--- config.mk ---
export PLATFORM = sky130hd
export DESIGN_NAME = apb_regbank_slave
export DESIGN_NICKNAME = d
export VERILOG_FILES = /design/src/rtl/apb_regbank_pkg.sv /design/src/rtl/apb_regbank_regfile.sv /design/src/rtl/apb_regbank_slave.sv
export SDC_FILE = /design/constraint.sdc
export NUM_CORES = 1
export LEC_CHECK = 0
export ABC_AREA = 1
export CORE_MARGIN = 3
export CORE_UTILIZATION = 55
export CTS_CLUSTER_SIZE = 8
export DETAILED_ROUTE_END_ITERATION = 10
export GPL_TIMING_DRIVEN = 0
export PLACE_DENSITY = 0.79
export SLEW_MARGIN = 20
export SYNTH_ARGS = -nofsm -noshare
export SYNTH_HDL_FRONTEND = slang
export SYNTH_SLANG_ARGS = --single-unit
export TNS_END_PERCENT = 10
--- constraint.sdc ---
create_clock -name i_clk -period 23.4 [get_ports i_clk]
set_clock_uncertainty 0.05 [all_clocks]
set_input_delay 5.85 -clock i_clk [delete_from_list [all_inputs] [get_ports i_clk]]
set_output_delay 5.85 -clock i_clk [all_outputs]
set_load 0.005 [all_outputs]
--- src/rtl/apb_regbank_pkg.sv ---
// Shared definitions for the APB register bank: register offsets, scratch
// geometry, FSM state encoding and decoded register kinds.
package apb_regbank_pkg;

   localparam int ERRCNT_W    = 16;
   localparam int SCRATCH_N   = 16;

   localparam int OFS_ID      = 'h000;
   localparam int OFS_WAITCFG = 'h004;
   localparam int OFS_ERRCNT  = 'h008;
   localparam int OFS_SCRATCH = 'h010;

   typedef enum logic {
      ST_IDLE,
      ST_ACCESS
   } state_t;

   typedef enum logic [2:0] {
      REG_ID,
      REG_WAITCFG,
      REG_ERRCNT,
      REG_SCRATCH,
      REG_NONE
   } reg_t;

endpackage

--- src/rtl/apb_regbank_regfile.sv ---
// 16x32 scratch storage with a byte-strobed write port and a
// combinational read port.
module apb_regbank_regfile
   import apb_regbank_pkg::*;
(
   input  logic        i_clk,
   input  logic        i_rst,
   input  logic        i_we,
   input  logic [3:0]  i_widx,
   input  logic [3:0]  i_wstrb,
   input  logic [31:0] i_wdata,
   input  logic [3:0]  i_ridx,
   output logic [31:0] o_rdata
);

   logic [31:0] r_mem [SCRATCH_N];

   always_ff @(posedge i_clk or posedge i_rst) begin
      if (i_rst) begin
         for (int i = 0; i < SCRATCH_N; i++) begin
            r_mem[i] <= '0;
         end
      end else if (i_we) begin
         for (int b = 0; b < 4; b++) begin
            if (i_wstrb[b]) begin
               r_mem[i_widx][8*b +: 8] <= i_wdata[8*b +: 8];
            end
         end
      end
   end

   assign o_rdata = r_mem[i_ridx];

endmodule

--- src/rtl/apb_regbank_slave.sv ---
// APB3/APB4 register bank slave: ID, wait-state config, saturating error
// counter and 16 scratch words. Responses are decoded from registered state only.
module apb_regbank_slave
   import apb_regbank_pkg::*;
#(
   parameter int          ADDRWIDTH    = 16,
   parameter logic [3:0]  WAIT_DEFAULT = 4'd0,
   parameter logic [31:0] ID_VALUE     = 32'hA5B2_0001
) (
   input  logic                 i_clk,
   input  logic                 i_rst,
   input  logic                 i_pclken,
   input  logic                 i_psel,
   input  logic                 i_penable,
   input  logic [ADDRWIDTH-1:0] i_paddr,
   input  logic                 i_pwrite,
   input  logic [31:0]          i_pwdata,
   input  logic [3:0]           i_pstrb,
   output logic                 o_pready,
   output logic                 o_pslverr,
   output logic [31:0]          o_prdata
);

   function automatic reg_t decode(input logic [ADDRWIDTH-1:0] a);
      reg_t k;
      k = REG_NONE;
      if (a[1:0] == 2'b00) begin
         if (a == ADDRWIDTH'(OFS_ID))           k = REG_ID;
         else if (a == ADDRWIDTH'(OFS_WAITCFG)) k = REG_WAITCFG;
         else if (a == ADDRWIDTH'(OFS_ERRCNT))  k = REG_ERRCNT;
         else if (a >= ADDRWIDTH'(OFS_SCRATCH) &&
                  a <  ADDRWIDTH'(OFS_SCRATCH + 4 * SCRATCH_N))
            k = REG_SCRATCH;
      end
      return k;
   endfunction

   state_t              r_state;
   state_t              w_state_nxt;
   logic [3:0]          r_cnt;
   logic [3:0]          r_waitcfg;
   logic [ERRCNT_W-1:0] r_errcnt;
   reg_t                r_kind;
   logic [3:0]          r_idx;
   logic                r_write;
   logic                r_err;
   logic [31:0]         r_wdata;
   logic [3:0]          r_strb;

   reg_t                w_kind;
   logic                w_err;
   logic                w_setup;
   logic                w_complete;
   logic                w_cnt_dec;
   logic                w_commit;
   logic                w_ready;
   logic [31:0]         w_scr_rdata;
   logic [31:0]         w_rdata;

   assign w_kind = decode(i_paddr);
   assign w_err  = (w_kind == REG_NONE) || (w_kind == REG_ID && i_pwrite);

   always_ff @(posedge i_clk or posedge i_rst) begin
      if (i_rst) r_state <= ST_IDLE;
      else       r_state <= w_state_nxt;
   end

   // Nothing moves unless the bridge's tick enable is high.
   always_comb begin
      w_state_nxt = r_state;
      w_setup     = 1'b0;
      w_complete  = 1'b0;
      w_cnt_dec   = 1'b0;
      if (i_pclken) begin
         case (r_state)
            ST_IDLE: begin
               if (i_psel && !i_penable) begin
                  w_setup     = 1'b1;
                  w_state_nxt = ST_ACCESS;
               end
            end
            ST_ACCESS: begin
               if (!i_psel) begin
                  w_state_nxt = ST_IDLE;
               end else if (r_cnt != 4'd0) begin
                  w_cnt_dec = 1'b1;
               end else if (i_penable) begin
                  w_complete  = 1'b1;
                  w_state_nxt = ST_IDLE;
               end
            end
            default: w_state_nxt = ST_IDLE;
         endcase
      end
   end

   assign w_commit = w_complete && r_write && !r_err;

   always_ff @(posedge i_clk or posedge i_rst) begin
      if (i_rst) begin
         r_cnt     <= '0;
         r_waitcfg <= WAIT_DEFAULT;
         r_errcnt  <= '0;
         r_kind    <= REG_NONE;
         r_idx     <= '0;
         r_write   <= 1'b0;
         r_err     <= 1'b0;
         r_wdata   <= '0;
         r_strb    <= '0;
      end else begin
         if (w_setup) begin
            r_kind  <= w_kind;
            r_idx   <= i_paddr[5:2] - 4'd4;
            r_write <= i_pwrite;
            r_err   <= w_err;
            r_wdata <= i_pwdata;
            r_strb  <= i_pstrb;
            r_cnt   <= r_waitcfg;
         end else if (w_cnt_dec) begin
            r_cnt <= r_cnt - 4'd1;
         end
         if (w_commit && r_kind == REG_WAITCFG) r_waitcfg <= r_wdata[3:0];
         // A clearing write and an error completion can never coincide.
         if (w_commit && r_kind == REG_ERRCNT) begin
            r_errcnt <= '0;
         end else if (w_complete && r_err && r_errcnt != '1) begin
            r_errcnt <= r_errcnt + 1'b1;
         end
      end
   end

   apb_regbank_regfile u_regfile (
      .i_clk   (i_clk),
      .i_rst   (i_rst),
      .i_we    (w_commit && r_kind == REG_SCRATCH),
      .i_widx  (r_idx),
      .i_wstrb (r_strb),
      .i_wdata (r_wdata),
      .i_ridx  (r_idx),
      .o_rdata (w_scr_rdata)
   );

   always_comb begin
      w_rdata = '0;
      case (r_kind)
         REG_ID:      w_rdata = ID_VALUE;
         REG_WAITCFG: w_rdata = {28'd0, r_waitcfg};
         REG_ERRCNT:  w_rdata = 32'(r_errcnt);
         REG_SCRATCH: w_rdata = w_scr_rdata;
         default:     w_rdata = '0;
      endcase
   end

   assign w_ready   = (r_state == ST_ACCESS) && (r_cnt == 4'd0);
   assign o_pready  = w_ready;
   assign o_pslverr = w_ready && r_err;
   assign o_prdata  = (w_ready && !r_err && !r_write) ? w_rdata : '0;

endmodule

==> flow_summary.yaml <==
die:
  initial_core_util: 0.5631
  rows: 81
  ios: 92
  fp.dieW_um: 231.0
  dieArea_um2: 53370
  fp.dieH_um: 231.0
  core_region_area_um2: 49460
detailed_routing:
  viasPerCell: 5.910
  wirelength_mm: 90.26
  drc: 0
  wl_met3_mm: 10.71
  firstDrtPassIters: 6
  drt_iter0_markers: 3201
  met1Wirelength_mm: 35.29
  vias: 25000
  met2RoutedLength_mm: 39.79
  wl_per_cell_um: 21.34
  highest_layer: "met4"
  ant_nets: 0
critical_path:
  worstPathRequired_ns: 17.50
  crit_end: "o_prdata[15]"
  rrSetupSlack_ns: 20.59
  cp_common_cell: "nand2_1"
  timing.rr.start: "r_idx[2]"
  crit_buf_inv: 4
  worstSetupStartpointType: "flip-flop"
  path_max_fanout: 10
  critPathCaptureType: "primary output"
  rr_worst_depth: 8
  crit_type: "flip-flop to primary output"
  r2r-end: "u_regfile.r_mem[365]"
  path_cells: "nand2_1, inv_1, clkbuf_1, clkbuf_1, nand2_1, nand2_1, o21ai_0, a21oi_1, clkdlybuf4s50_1"
  crit_slowest_cell: "clkbuf_1"
  cpPeakStageDelay_ns: 0.90
  crit_family: "buffers and inverters"
  arrival_ns: 4.78
  cp-startpoint: "r_idx[2]"
  critical_path_depth: 9
final_layout:
  final_common_cell: "nand2_1"
  fin_nets: 3615
  synthToLayoutAreaGrowth_pct: 14.77
  fin_util: 0.6462
  final_cell_mix: "nand2_1, dfrtp_1, o21ai_1"
  layout-drive-gt1-share: 0.09599
clocking:
  cts_buffers: 82
  ctsResizeCount: 0
  post-cts-setup-buffers: 0
  cts_hold_buf: 0
  root_buffer: "clkbuf_16"
  path_clk_slew_ns: 0.05
  cts_tree: "done"
  htree_num_levels: 3
  cts.sinks: 582
  clk_latency_ns: 0.63
  cts_buffer_depth: 3
sta:
  setup_tns_ns: 0
  relSlewSlack: 0.1687
  finalSetupViolCount: 0
  fmax_mhz: 93.64
  hold_violations: 0
  tightest_slew_ns: 1.247
  finalCritPeriodShare: 0.4564
  slew_viol_final: 0
  fin_ws_ns: 12.72
  hold-worst-slack_ns: 0.4273
  rsz0062_at_grt: "false"
  min_period_ns: 10.68
grt:
  grt_pass1_vias: 24360
  grt_max_degree: 109
  grt_overflow: 0
  antenna_found_initial: 3
  grt_usage: 0.3403
  grt_pass1_wl_mm: 139.9
placed_design:
  portBuffers: 91
  dpl.hpwl_mm: 61.15
  dp_slack_ns: 13.68
  gp_congestion: 0.9623
yosys:
  syn_nets: 3434
  ys_ff_latch: 582
  ys_seq_area_frac: 0.5230
  synthDistinctLibCells: 34
  synth_area_um2: 27850
  avgSynthCellArea_um2: 8.263
  yosysWarnings: 0
  synthCells: 3370
power_and_ir_drop:
  power_density_nw_per_um2: 79.38
  power_leakage_nw: 15.17
  peakVddDrop_uv: 56.86
run_status:
  status: "finished, final reports clean"
job:
  maxCapViolCount: 0
hold_path:
  worstHoldPathType: "flip-flop to flip-flop"
  hold_depth: 2
-- area by class of cell --
| cell class | count | area [µm²] |
|---|---|---|
| inverter | 113 | 431.7 |
| buffer | 198 | 1182 |
| clock buffer | 91 | 2128 |
| timing repair buffer | 97 | 1076 |
| antenna | 3 | 7.507 |
| multi-input combinational | 2477 | 11680 |
| sequential | 582 | 14570 |
| fill | 4085 | 17500 |
| clock inverter | 5 | 62.56 |
| tap | 664 | 830.8 |
-- worst min path at each step --
stage / slack, ns / start / end
after floorplan: 0.40 / u_regfile.r_mem[216] / u_regfile.r_mem[216]
after global placement: 0.41 / r_wdata[0] / r_waitcfg[0]
after detailed placement: 0.42 / u_regfile.r_mem[56] / u_regfile.r_mem[56]
after CTS: 0.43 / u_regfile.r_mem[191] / u_regfile.r_mem[191]
after global routing: 0.44 / u_regfile.r_mem[226] / u_regfile.r_mem[226]
final: 0.43 / u_regfile.r_mem[494] / u_regfile.r_mem[494]
-- registers in the layout, summed over array words and instances (netlist names) --
| name | count |
|---|---|
| r_wdata | 32 |
| r_err | 1 |
| r_write | 1 |
| r_kind | 3 |
| u_regfile.r_mem | 512 |
| r_state | 1 |
| r_waitcfg | 4 |
| r_strb | 4 |
| r_errcnt | 16 |
| r_cnt | 4 |
| r_idx | 4 |
-- routing by layer --
metal | vias to the layer above | GRT usage
met5 | - | 0
met4 | 0 | 0.1579
met3 | 330 | 0.08813
met2 | 1533 | 0.5194
met1 | 11890 | 0.4591
li1 | 11250 | -
-- logic make-up (layout without fill, tap and decap cells) --
kind of cell | after synthesis | after routing | synth area share
fa+ha+maj | 6 | 6 | 0.002696
flops | 582 | 582 | 0.5230
simple gates | 1833 | 1833 | 0.2860
other cells | 0 | 3 | 0
buf+inv | 311 | 504 | 0.05769
compound gates | 630 | 630 | 0.1280
xor+xnor | 8 | 8 | 0.002516
-- report_power, final --
group	internal, mW	leakage (nW)	switching, mW
Combinational	0.0595	6.13	0.367
Clock	0.634	1.07	0.430
Sequential	1.03	7.96	0.0142
-- through the flow --
stage,total power [mW],cell area [µm²],cells
floorplan,1.282,27850,3370
global placement,1.460,29590,4125
detailed placement,1.466,29760,4131
CTS,2.516,31950,4227
global route,2.596,31950,4227
finish,2.537,31960,4230
-- tightest hold or removal path, cell delays in order, from the launching register on --
cell and delay [ns]:
dfrtp_1 0.33, nand2_1 0.06, o21ai_2 0.05
-- synthesized netlist by cell type --
cell      number  area, µm²
nand2_1     1558       5848
o21ai_1      318       1592
nand3_2        8      80.08
buf_8          2      30.03
o22ai_1        5      31.28
nand3b_1       1      7.510
buf_1         15      56.30
xor2_1         8      70.07
ha_1           6      75.07
nand2_2        2      12.51
dfstp_2        1      26.28
inv_2         13      48.80
a21oi_1       65      325.3
clkbuf_1     100      375.4
buf_6         40      450.4
nor3_4         1      16.27
buf_12         4      80.08
dfrtp_1      581      14540
buf_4          2      15.01
buf_2         35      175.2
a22oi_1       65      488.0
nor3_1        12      60.06
nor2_2        20      125.1
inv_1        100      375.4
o221ai_1       1      8.760
nand3_4       40      700.7
nor2_4         3      33.78
nor2_1        48      180.2
nand2_4        1      11.26
nand3_1       94      470.5
nand4_1       35      219.0
o21ai_0      112      560.5
nor2_8        10      200.2
o21ai_2       64      560.5
(Power assumes the default switching activity.)
